==> config.mk <==
export PLATFORM = sky130hd
export DESIGN_NAME = l2_burst_grant_sequencer_flat
export DESIGN_NICKNAME = d
export VERILOG_FILES = /design/src/rtl/l2_burst_grant_sequencer_pkg.sv /design/src/rtl/l2_burst_grant_sequencer_if.sv /design/src/rtl/l2_rr_select.sv /design/src/rtl/l2_burst_grant_sequencer.sv /design/src/flat_wrapper.sv
export SDC_FILE = /design/constraint.sdc
export NUM_CORES = 1
export LEC_CHECK = 0
export CORE_MARGIN = 10
export CORE_UTILIZATION = 25
export DETAILED_ROUTE_END_ITERATION = 6
export PLACE_DENSITY = 0.5
export REMOVE_ABC_BUFFERS = 1
export SETUP_SLACK_MARGIN = 0.3
export SYNTH_ARGS = -nofsm -noshare
export SYNTH_HDL_FRONTEND = slang
export SYNTH_HIERARCHICAL = 1
export SYNTH_SLANG_ARGS = --single-unit
==> constraint.sdc <==
create_clock -name clk -period 3 [get_ports clk]
set_clock_uncertainty 0.1 [all_clocks]
set_input_delay 0.6 -clock clk [delete_from_list [all_inputs] [get_ports clk]]
set_output_delay 0.6 -clock clk [all_outputs]
set_load 0.005 [all_outputs]
==> src/rtl/l2_burst_grant_sequencer_pkg.sv <==
// Shared L2 configuration and types.
//   L2_NUM_PORTS   : number of requesters sharing the L2 request path
//   L2_BURST_LEN_W : burst length field width (field holds beats-1)
package l2_config_and_types;

  localparam int unsigned L2_NUM_PORTS   = 4;
  localparam int unsigned L2_BURST_LEN_W = 4;
  // A single-port build still needs a 1-bit index to stay a legal vector.
  localparam int unsigned L2_IDX_W = (L2_NUM_PORTS > 1) ? $clog2(L2_NUM_PORTS) : 1;

  typedef logic [L2_IDX_W-1:0] l2_port_idx_t;

  typedef enum logic {
    IDLE  = 1'b0,
    BURST = 1'b1
  } burst_state_t;

endpackage

==> src/rtl/l2_burst_grant_sequencer_if.sv <==
// Request/grant/beat bundle between the per-port request queues and the sequencer.
//   req, req_len, out_ready          : requester/downstream -> sequencer
//   out_valid, out_last, grant_v,
//   grant_i, port_ack, busy          : sequencer -> requesters/downstream
interface l2_burst_grant_sequencer_if
  import l2_config_and_types::*;
#(
  parameter int unsigned NUM_PORTS = L2_NUM_PORTS,
  parameter int unsigned LEN_W     = L2_BURST_LEN_W
);
  localparam int unsigned IDX_W = (NUM_PORTS > 1) ? $clog2(NUM_PORTS) : 1;

  logic [NUM_PORTS-1:0]            req;
  logic [NUM_PORTS-1:0][LEN_W-1:0] req_len;
  logic                            out_ready;
  logic                            out_valid;
  logic                            out_last;
  logic [NUM_PORTS-1:0]            grant_v;
  logic [IDX_W-1:0]                grant_i;
  logic [NUM_PORTS-1:0]            port_ack;
  logic                            busy;

  modport master (
    output req, req_len, out_ready,
    input  out_valid, out_last, grant_v, grant_i, port_ack, busy
  );

  modport slave (
    input  req, req_len, out_ready,
    output out_valid, out_last, grant_v, grant_i, port_ack, busy
  );

endinterface

==> src/rtl/l2_rr_select.sv <==
// Combinational round-robin pick: first requesting port after last_idx, wrapping.
//   req       : per-port request vector
//   last_idx  : index of the previous winner (search starts just after it)
//   winner    : selected port index (0 when nothing requests)
//   any_valid : at least one port requests
module l2_rr_select #(
  parameter int unsigned NUM_PORTS = 4,
  parameter int unsigned IDX_W     = 2
) (
  input  logic [NUM_PORTS-1:0] req,
  input  logic [IDX_W-1:0]     last_idx,
  output logic [IDX_W-1:0]     winner,
  output logic                 any_valid
);

  int unsigned cand;

  // Visit last+1 .. last+NUM_PORTS; the first hit wins, later hits are ignored.
  always_comb begin
    winner    = '0;
    any_valid = 1'b0;
    cand      = 0;
    for (int unsigned k = 1; k <= NUM_PORTS; k++) begin
      cand = (32'(last_idx) + k) % NUM_PORTS;
      if (!any_valid && req[IDX_W'(cand)]) begin
        winner    = IDX_W'(cand);
        any_valid = 1'b1;
      end
    end
  end

endmodule

==> src/rtl/l2_burst_grant_sequencer.sv <==
// Locks the L2 request path to one round-robin-selected port for a whole burst
// and counts beats against downstream ready.
//   clk, rst : clock, synchronous active-high reset
//   bus      : slave side of l2_burst_grant_sequencer_if (req/req_len/out_ready in;
//              out_valid/out_last/grant_v/grant_i/port_ack/busy out)
module l2_burst_grant_sequencer
  import l2_config_and_types::*;
#(
  parameter int unsigned NUM_PORTS = L2_NUM_PORTS,
  parameter int unsigned LEN_W     = L2_BURST_LEN_W
) (
  input logic                        clk,
  input logic                        rst,
  l2_burst_grant_sequencer_if.slave  bus
);

  localparam int unsigned IDX_W = (NUM_PORTS > 1) ? $clog2(NUM_PORTS) : 1;

  burst_state_t         state_q, state_d;
  logic [LEN_W-1:0]     cnt_q, cnt_d;
  logic [IDX_W-1:0]     grant_i_q, grant_i_d;
  logic [NUM_PORTS-1:0] grant_v_q, grant_v_d;
  logic [IDX_W-1:0]     last_q, last_d;

  logic [IDX_W-1:0]     win_c;
  logic                 any_c;
  logic                 busy_c;
  logic                 last_beat_c;

  l2_rr_select #(
    .NUM_PORTS (NUM_PORTS),
    .IDX_W     (IDX_W)
  ) u_rr_select (
    .req       (bus.req),
    .last_idx  (last_q),
    .winner    (win_c),
    .any_valid (any_c)
  );

  assign busy_c      = (state_q == BURST);
  assign last_beat_c = busy_c && (cnt_q == '0);

  // Next-state: grant from IDLE, count accepted beats in BURST, release on last beat.
  always_comb begin
    state_d   = state_q;
    cnt_d     = cnt_q;
    grant_i_d = grant_i_q;
    grant_v_d = grant_v_q;
    last_d    = last_q;
    case (state_q)
      IDLE: begin
        if (any_c) begin
          state_d   = BURST;
          grant_i_d = win_c;
          grant_v_d = NUM_PORTS'(1) << win_c;
          cnt_d     = bus.req_len[win_c];
        end
      end
      BURST: begin
        if (bus.out_ready) begin
          if (cnt_q == '0) begin
            state_d   = IDLE;
            grant_v_d = '0;
            last_d    = grant_i_q;
          end else begin
            cnt_d = cnt_q - LEN_W'(1);
          end
        end
      end
      default: state_d = IDLE;
    endcase
  end

  always_ff @(posedge clk) begin
    if (rst) begin
      state_q   <= IDLE;
      cnt_q     <= '0;
      grant_i_q <= '0;
      grant_v_q <= '0;
      last_q    <= IDX_W'(NUM_PORTS - 1);
    end else begin
      state_q   <= state_d;
      cnt_q     <= cnt_d;
      grant_i_q <= grant_i_d;
      grant_v_q <= grant_v_d;
      last_q    <= last_d;
    end
  end

  assign bus.out_valid = busy_c;
  assign bus.busy      = busy_c;
  assign bus.out_last  = last_beat_c;
  assign bus.grant_v   = grant_v_q;
  // With a single port there is nothing to rotate; the index is constant.
  assign bus.grant_i   = (NUM_PORTS == 1) ? '0 : grant_i_q;
  assign bus.port_ack  = grant_v_q & {NUM_PORTS{busy_c & bus.out_ready}};

  // The granted port must keep requesting until its last beat is taken.
  req_held_a: assert property (@(posedge clk) disable iff (rst)
    busy_c |-> |(bus.req & grant_v_q))
    else $error("granted port dropped req mid-burst");

endmodule

==> src/flat_wrapper.sv <==
// flat-port wrapper written by rule: the top's interface ports become plain ports
module l2_burst_grant_sequencer_flat import l2_config_and_types::*;
#(
  parameter int unsigned NUM_PORTS = L2_NUM_PORTS,
  parameter int unsigned LEN_W     = L2_BURST_LEN_W
)
  (clk, rst, bus_req, bus_req_len, bus_out_ready, bus_out_valid, bus_out_last, bus_grant_v, bus_grant_i, bus_port_ack, bus_busy);
  l2_burst_grant_sequencer_if #(.NUM_PORTS(NUM_PORTS), .LEN_W(LEN_W)) bus_i ();
  input logic clk;
  input logic rst;
  input wire logic [$bits(bus_i.req)-1:0] bus_req;
  input wire logic [$bits(bus_i.req_len)-1:0] bus_req_len;
  input wire logic [$bits(bus_i.out_ready)-1:0] bus_out_ready;
  output wire logic [$bits(bus_i.out_valid)-1:0] bus_out_valid;
  output wire logic [$bits(bus_i.out_last)-1:0] bus_out_last;
  output wire logic [$bits(bus_i.grant_v)-1:0] bus_grant_v;
  output wire logic [$bits(bus_i.grant_i)-1:0] bus_grant_i;
  output wire logic [$bits(bus_i.port_ack)-1:0] bus_port_ack;
  output wire logic [$bits(bus_i.busy)-1:0] bus_busy;
  assign bus_i.req = bus_req;
  assign bus_i.req_len = bus_req_len;
  assign bus_i.out_ready = bus_out_ready;
  assign bus_out_valid = bus_i.out_valid;
  assign bus_out_last = bus_i.out_last;
  assign bus_grant_v = bus_i.grant_v;
  assign bus_grant_i = bus_i.grant_i;
  assign bus_port_ack = bus_i.port_ack;
  assign bus_busy = bus_i.busy;
  l2_burst_grant_sequencer #(.NUM_PORTS(NUM_PORTS), .LEN_W(LEN_W)) u_core (.clk(clk), .rst(rst), .bus(bus_i));
endmodule
==> impl_metrics.csv, run 1 <==
group,metric,value,unit
status,run_status,"completed",
placed_design,dpl_worst_slack,0.141,ns
route,ant_nets,0,
route,avgRoutedWirePerCell,15.3,µm
logic_synthesis,syn_avg_cell_area,8.84,µm²
grt,gr-total-overflow,0,
power_and_ir_drop,ir_worst_vdd,0.000127,V
sta,setup_slack,0.416,ns
critical_path,critical_path.startpoint,"u_core/cnt_q[1]",
critical_path,path_buf_inv,2,
clock_network,clockBufferDepth,2,
logic_synthesis,synth_top_area_cell,"dfxtp_1",
grt,grt_pass1_wl,4600,µm
critical_path,crit_type,"reg2out",
route,drt_iter0_markers,70,
critical_path,critPathLaunchType,"flop",
sta,timing.fmax,0.387,GHz
job,drv_cap,0,
placed_design,gp_routability_congestion,0.826,
power_and_ir_drop,power_leakage,0.500,nW
clock_network,h-tree-depth,1,
min_path,hold_path.class,"reg2reg",
floorplan,chipHeight,80.1,µm
clock_network,root_buffer,"clkbuf_4",
sta,tns,0,ns
logic_synthesis,synth_top_area_share,28.8,%
placed_design,dpl.hpwl,2130,µm
critical_path,path_max_fanout,4,
critical_path,crit_chain,"inv_1, ha_2, nor3b_4, and2_1, clkdlybuf4s50_1",
clock_network,path_clk_slew,0.09,ns
critical_path,critPathSlowestCell,"clkdlybuf4s50_1",
logic_synthesis,synth_cell_types,36,
clock_network,cts_tree,"built",
critical_path,worstPathRequired,2.30,ns
cells_and_area,drive_gt1_share,15.3,%
clock_network,cts_made_buffers,3,
logic_synthesis,ys_warn_count,6,
logic_synthesis,ys_seq_area_share,28.8,%
grt,grt_max_degree,17,
sta,rsz0062_at_grt,"true",
sta,hold_violations,0,
placed_design,io_buffers,35,
floorplan,initial_core_util,26.4,%
route,wirelength,2800,µm
floorplan,dieArea,6410,µm²
cells_and_area,post-route-util,38.9,%
grt,grt_usage,8.90,%
sta,slew_headroom,58.9,%
sta,period_share,86.1,%
sta,worst_pin_slew,0.616,ns
clock_network,insertion_delay,0.28,ns
sta,slew_violations,0,
floorplan,core,3420,µm²
logic_synthesis,synthCells,102,
cells_and_area,diodes,0,
route,vias_per_cell,5.02,
logic_synthesis,ys_top_cells_by_area,"dfxtp_1, mux4_2, o211ai_2, nand3_1, a21oi_1",
critical_path,crit-reg2reg-launch,"u_core/last_q[1]",
floorplan,die_w,80.1,µm
sta,final.min_clock_period,2.58,ns
floorplan,rows,21,
sta,setup_viol,0,
grt,grt_antenna_before_repair,0,
cells_and_area,area_growth,47.2,%
sta,whs,0.389,ns
grt,first_global_vias,974,
power_and_ir_drop,p_per_area,418,nW/µm²
route,first_pass_iters,4,
clock_network,ctsHoldBuffers,0,
critical_path,arrival,1.88,ns
route,drc,0,
min_path,hp-start,"u_core/bus.grant_i[0]",
cells_and_area,nNetsFinal,163,
logic_synthesis,synth.ff_latch_count,13,
logic_synthesis,syn_area,902,µm²
route,dr_total_vias,919,
clock_network,cts.sinks,13,
floorplan,ios,36,
critical_path,cpPeakStageDelay,0.50,ns
critical_path,end_kind,"primary output",
critical_path,critPathTopFamily,"buffers and inverters",
-- sequential cells by signal, summed over array words and instances (netlist names) --
signal,count
u_core/bus.busy,1
u_core/bus.grant_i,2
u_core/bus.grant_v,4
u_core/last_q,2
u_core/cnt_q,4
-- cell usage after synthesis (all sizes together) --
| library cell | number |
|---|---|
| dfxtp | 13 |
| a21oi | 9 |
| nand2 | 9 |
| nand3 | 9 |
| nand2b | 6 |
| buf | 5 |
| inv | 5 |
| o211ai | 5 |
| a31oi | 4 |
| and3 | 4 |
| mux4 | 4 |
| nor2 | 4 |
| clkbuf | 3 |
| o21ai | 3 |
| a211o | 2 |
| a211oi | 2 |
| and2 | 2 |
| ha | 2 |
| nand3b | 2 |
| a311oi | 1 |
| and2b | 1 |
| and4bb | 1 |
| mux2i | 1 |
| nor2b | 1 |
| nor3b | 1 |
| o221ai | 1 |
| or3 | 1 |
| or3b | 1 |
-- kinds of logic (layout without fill, tap and decap cells) --
kind of cell,Yosys count,in the layout,synth area share [%]
adder cells (fa/ha/maj),2,2,2.77
flip-flops,13,13,28.8
AO/OA/AOI/OAI,27,27,23.0
AND/OR/NAND/NOR,42,42,26.6
buffers and inverters,13,48,7.63
multiplexers,5,5,11.1
-- power breakdown --
group	internal [mW]	switching, mW	total, mW
clock network	0.0516	0.0630	0.115
registers	0.191	0.0241	0.215
logic	0.124	0.102	0.226
-- worst min-delay path, cell delays in order (launching register included) --
cell and delay (ns):
dfxtp_1 0.34, nand2_1 0.06, a21oi_1 0.05
-- worst paths after layout --
path              cells after the start               endpoint  slack, ns
setup / recovery                      5           bus_out_last       0.42
hold / removal                        2  u_core/bus.grant_i[0]       0.39
setup reg to reg                      6        u_core/cnt_q[1]       0.86
hold reg to reg                       2  u_core/bus.grant_i[0]       0.39
-- stage by stage --
step / cell area [µm²] / total power, mW / std cells
after floorplan: 852 / 0.330 / 94
after global placement: 1270 / 0.424 / 177
after detailed placement: 1270 / 0.427 / 177
after CTS: 1310 / 0.547 / 181
after global routing: 1330 / 0.595 / 183
final: 1330 / 0.556 / 183
-- layout by cell type, fill, tap and decap left out, types with 2 or more instances in the layout --
cell and count:
and2_1 2, and3_1 4, nand3b_1 2, nand3_1 9
inv_1 5, clkdlybuf4s50_1 34, a211o_1 2, buf_4 4
nand2b_1 6, nor2_1 4, mux4_2 4, dfxtp_1 13
a21oi_1 8, o21ai_1 2, nand2_1 8, o211ai_2 4
clkbuf_4 3, a31oi_1 4
-- metal layers --
| layer | vias to the layer above | track usage [%] | share of wire [%] |
|---|---|---|---|
| met1 | 433 | 9.56 | 43 |
| met3 | 4 | 4.12 | 10 |
| met2 | 39 | 14.3 | 45 |
| met5 | - | 0 | 0 |
| li1 | 443 | - | - |
| met4 | 0 | 4.75 | 1.9 |
-- area by class of cell --
type | instances | area (µm²)
Fill cell | 364 | 2090
Multi-Input combinational cell | 76 | 582
Timing Repair Buffer | 39 | 383
Sequential cell | 13 | 260
Tap cell | 46 | 57.6
Clock buffer | 4 | 26.3
Inverter | 5 | 18.8
-- timing repair --
item	4_1_cts	5_1_grt
buffers inserted	0	2
endpoints found under the setup margin	1	4
resized for setup	1	2
gates cloned	0	0
(Power assumes the default switching activity.)
==> inputs of run 2 (changes only) <==
- ABC_AREA: unset -> 0
==> results of run 2 <==
No change in the layout: final DEF, timing and power equal those of run 1.
==> inputs of run 3 (changes only) <==
- CTS_CLUSTER_DIAMETER: unset -> 50
==> results of run 3 <==
No change in the layout: final DEF, timing and power equal those of run 1.
==> RTL edit 1 (settings of run 3) <==
`L2_BURST_LEN_W`: 4 -> 2.
--- a/src/rtl/l2_burst_grant_sequencer_pkg.sv
+++ b/src/rtl/l2_burst_grant_sequencer_pkg.sv
@@ -4,7 +4,7 @@
 package l2_config_and_types;
 
   localparam int unsigned L2_NUM_PORTS   = 4;
-  localparam int unsigned L2_BURST_LEN_W = 4;
+  localparam int unsigned L2_BURST_LEN_W = 2;
   // A single-port build still needs a 1-bit index to stay a legal vector.
   localparam int unsigned L2_IDX_W = (L2_NUM_PORTS > 1) ? $clog2(L2_NUM_PORTS) : 1;
 
Interface: changed (resized bus_req_len); port bits go from 36 to 28. The function was not compared with the original's and may differ.
==> RTL edit 1 against run 3 <==
Synthesized area shrank 20%; die area shrank 16%; sequential cell count shrank 2; routed wire length shrank 24%; global-route usage shrank 0.48 points; cell area shrank 24%; setup slack gained 0.10 ns; total power shrank 25%; critical path type is now in -> reg; critical endpoint is now u_core/cnt_q[0]$_SDFFE_PP0P_.
==> RTL edit 1: results (changes against run 3) <==
- Clk pin slew, worst setup/hold paths: 0.07 ns (-0.02 ns)
- Worst Path Arrival: 2.53 ns (+0.65 ns)
- First-pass GRT wire length: 3620 um (-21%)
- CP startpoint: bus_req[3]
- Sequential-to-total area share from yosys stat: 0.307 (+0.0181)
- Placed insts: 133 (-25%)
- Leakage power: 0.404 nW (-19%)
- Placed Area: 981 um2 (-23%)
- Buffers added on ports: 27 (-23%)
- Delay-heaviest family, CP: compound AO/OA/AOI/OAI gates
- Maximum VDD drop: 0.223 mV (+75%)
- Reg2Reg Setup Slack: 0.94 ns (+0.08 ns)
- Setup Crit Path Kind: in -> reg
- Post-synth top cells: 11 x dfxtp_1, 9 x nor2_1, 5 x a21oi_1, 5 x a31oi_1
- Largest net degree at the start of global routing: 20 (+3)
- Initial antenna violation count: 0 (unchanged)
- Vias in the first global route: 763 (-22%)
- Worst setup endpoint: u_core/cnt_q[0]$_SDFFE_PP0P_
- CP max FO: 9 (+5)
- Reg2reg end: u_core/cnt_q[0]$_SDFFE_PP0P_
- Cells after synthesis: 81 (-21%)
- Yosys warnings: 6 (unchanged)
- Status: complete, no violations
- Met3 Use GR: 0.0538 (+0.0126)
- 1st-iter DRT viols: 24 (-66%)
- Met2 Use GR: 0.114 (-0.0292)
- Placer Congestion: 0.762 (-7.8%)
- Worst r2r src: u_core/last_q[1]$_SDFFE_PP1P_
- Critical Path Max Stage Delay: 0.52 ns (+0.02 ns)
- Slew @ Worst Pin: 0.553 ns (-0.0628 ns)
- Fill count: 278 (-24%)
- Post-Route WL: 2120 um (-24%)
- DR vias: 693 (-25%)
- Total track usage: 0.0843 (-0.00478)
- Hpwl dp: 1620 um (-24%)
- Final period util: 0.828 (-0.0336)
- Largest cells by area after synthesis: dfxtp_1 31%, mux2i_1 5.6%, nor2_1 4.7%, a31oi_1 4.4%, and3_2 4.2%
- Pre-CTS WS: 0.232 ns (+0.0916 ns)
- Share of cells above drive strength 1: 0.151 (-0.00234)
- GR Util met1: 0.102 (+0.00612)
- Post-layout net count: 123 (-25%)
RTL edit 1: cell families after synthesis:
| logic type | count (synthesis) | synth area share |
|---|---|---|
| flip-flops | 11 | 0.307 |
| AND/OR/NAND/NOR | 35 | 0.314 |
| buffers and inverters | 9 | 0.0801 |
| AO/OA/AOI/OAI | 19 | 0.190 |
| adder cells (fa/ha/maj) | 1 | 0.0174 |
| multiplexers | 6 | 0.0923 |
RTL edit 1: layout make-up:
type | count | area (um2) | share of cell area
Inverter | 3 | 11.3 | 0.0112
Timing Repair Buffer | 27 | 273 | 0.270
Sequential cell | 11 | 220 | 0.218
Multi-Input combinational cell | 61 | 440 | 0.436
Clock buffer | 4 | 26.3 | 0.0260
Tap cell | 31 | 38.8 | 0.0384
RTL edit 1: power by group:
part           total [mW]  internal, mW  switching [mW]  leakage [nW]
combinational       0.136        0.0786          0.0571         0.299
sequential          0.178         0.161          0.0175        0.0906
clock               0.100        0.0516          0.0487        0.0150
total               0.414         0.291           0.123         0.404
RTL edit 1: worst min-delay path by stage:
stage                                            start  slack (ns)  cells after the start                                  to
floorplan           u_core/bus.grant_v[3]$_SDFFE_PP0P_        0.36                      2  u_core/bus.grant_v[3]$_SDFFE_PP0P_
global placement    u_core/bus.grant_v[3]$_SDFFE_PP0P_        0.38                      2  u_core/bus.grant_v[3]$_SDFFE_PP0P_
detailed placement  u_core/bus.grant_v[3]$_SDFFE_PP0P_        0.37                      2  u_core/bus.grant_v[3]$_SDFFE_PP0P_
CTS                 u_core/bus.grant_v[3]$_SDFFE_PP0P_        0.39                      2  u_core/bus.grant_v[3]$_SDFFE_PP0P_
global route        u_core/bus.grant_v[3]$_SDFFE_PP0P_        0.45                      2  u_core/bus.grant_v[3]$_SDFFE_PP0P_
finish              u_core/bus.grant_v[3]$_SDFFE_PP0P_        0.39                      2  u_core/bus.grant_v[3]$_SDFFE_PP0P_
RTL edit 1: metal layers:
layer / up-vias / routed length (um)
met5: - / 0
met3: 5 / 313
met4: 0 / 34
met2: 34 / 831
li1: 347 / -
met1: 307 / 943
RTL edit 1: repair_timing:
item	CTS	global route
setup endpoints to repair	0	4
resized for setup	0	1
setup buffers	0	0
RTL edit 1: worst min-delay path, stage by stage, from the launching register on:
cell and delay, ns:
dfxtp_1 0.32, nand3_1 0.06, a21oi_1 0.06
==> RTL edit 2 (settings of run 3) <==
Made on the original files. Make the reset (`rst`) asynchronous in one clocked block. Comments in the files are not updated.
--- a/src/rtl/l2_burst_grant_sequencer.sv
+++ b/src/rtl/l2_burst_grant_sequencer.sv
@@ -71,7 +71,7 @@
     endcase
   end
 
-  always_ff @(posedge clk) begin
+  always_ff @(posedge clk or posedge rst) begin
     if (rst) begin
       state_q   <= IDLE;
       cnt_q     <= '0;
Formal check against the unedited RTL: differs if rst is asserted again (counterexample within 4 cycles, from zero or initial values and one cycle with rst high); with rst held inactive, the same outputs for 10 cycles.
==> RTL edit 2 against run 3 <==
Synthesized area up 3.1%; total power is 67% higher; cell area is 3.7% higher; setup slack improved by 0.11 ns; sequential cell count is the same; routed wire length down 2.2%; synthesized cell count decreased by 12%; critical path type is now in -> reg; critical endpoint is now u_core/cnt_q[1]$_DFFE_PP0P_; largest cell class unchanged.
==> RTL edit 2: results (changes against run 3) <==
- CP startpoint: bus_req[3]
- Congestion Overflow GR: 0 (unchanged)
- Yosys warnings: 6 (unchanged)
- Delay-heaviest family, CP: multiplexers
- CP max FO: 9 (+5)
- Placer Congestion: 0.823 (-0.30%)
- Final period util: 0.824 (-0.0371)
- P_clk: 158 uW (+37%)
- Reg2Reg Setup Slack: 0.83 ns (-0.03 ns)
- Met3 WL: 151 um (-48%)
- Router iterations before antenna repair: 4 (unchanged)
- Placed insts: 170 (-4.0%)
- Largest cells by area after synthesis: dfrtp_1 30%, mux4_2 7.3%, dfstp_2 5.7%, and3_1 4.0%, mux2_1 3.6%
- Status: complete, no violations
- Fill count: 373 (+2.5%)
- First-pass GRT wire length: 4560 um (-0.91%)
- Hpwl dp: 2220 um (+4.6%)
- Ys flop type: dfrtp_1
- Vias in the first global route: 904 (-7.2%)
- Hold_sp: u_core/bus.grant_v[3]$_DFFE_PP0P_
- Worst Path Arrival: 2.50 ns (+0.62 ns)
- WL met2: 1400 um (+12%)
- Hold_ws: 0.400 ns (+0.0108 ns)
- CTS root buffer: clkbuf_8
- Post-layout net count: 152 (-6.7%)
- Total track usage: 0.0892 (+0.000159)
- Internal power: 606 uW (+65%)
- Sequential-to-total area share from yosys stat: 0.353 (+0.0641)
- Post-Route WL: 2740 um (-2.2%)
- Post-synth top cells: 11 x dfrtp_1, 7 x inv_1, 6 x and3_1, 6 x nor2_1, 5 x nand2_1
- DR vias: 810 (-12%)
- Skew-Pair Late Insertion Delay: 0.25 ns (-0.03 ns)
- Top Layer Used: met3
- Met2 Use GR: 0.156 (+0.0132)
- Slowest cell on the critical path: mux4_2
- Hold path cells: 1 (-1)
- Avg Inst Size Synth: 10.3 um2 (+17%)
- P_seq: 331 uW (+54%)
- Critical Path Max Stage Delay: 0.55 ns (+0.05 ns)
- 1st-iter DRT viols: 37 (-47%)
- Hold EP: u_core/bus.grant_v[3]$_DFFE_PP0P_
- Yosys cell types: 40 (+11%)
- GR Util met1: 0.100 (+0.00455)
- Pre-CTS WS: 0.118 ns (-0.0225 ns)
- Maximum VDD drop: 0.299 mV (+140%)
- Total CTS buffers: 3 (unchanged)
- Setup Crit Path Kind: in -> reg
- Worst r2r src: u_core/last_q[1]$_DFFE_PP1P_
- Buffers added on ports: 35 (unchanged)
- Post-DR wirelength/cell: 15.7 um (+2.9%)
- Slew @ Worst Pin: 0.512 ns (-0.104 ns)
- Async set-reset flop share out of synthesis: 1.00 (+1.00)
- Clk pin slew, worst setup/hold paths: 0.06 ns (-0.03 ns)
- Largest net degree at the start of global routing: 16 (-1)
- H-Tree Depth: 1 (unchanged)
- Leakage power: 0.619 nW (+24%)
- Met3 Use GR: 0.0342 (-0.00699)
- Reg2reg end: u_core/cnt_q[1]$_DFFE_PP0P_
- Share of cells above drive strength 1: 0.151 (-0.00249)
- Met1 Routed Length: 1180 um (-1.6%)
==> RTL edit 2: per-stage QoR <==
step	power (mW)	cell area [um2]
floorplan	0.577	891
global placement	0.759	1320
detailed placement	0.770	1320
CTS	0.939	1360
global route	1.01	1380
finish	0.929	1380
==> RTL edit 2: timing repair <==
action	CTS	global route
resized for setup	0	2
endpoints found under the setup margin	0	6
setup buffers	0	0
==> RTL edit 2: cells by family after synthesis <==
family / after synthesis / share of synthesized area
simple gates: 34 / 0.225
compound gates: 18 / 0.155
buf+inv: 12 / 0.0700
fa+ha+maj: 2 / 0.0269
flops: 13 / 0.353
mux: 11 / 0.171
==> RTL edit 2: cell type report <==
| type | instances | area [um2] | area share |
|---|---|---|---|
| tap | 48 | 60.1 | 0.0436 |
| timing repair buffer | 37 | 368 | 0.267 |
| clock buffer | 3 | 41.3 | 0.0300 |
| multi-input combinational | 65 | 548 | 0.398 |
| sequential | 13 | 328 | 0.238 |
| clock inverter | 1 | 5.00 | 0.00364 |
| inverter | 7 | 26.3 | 0.0191 |
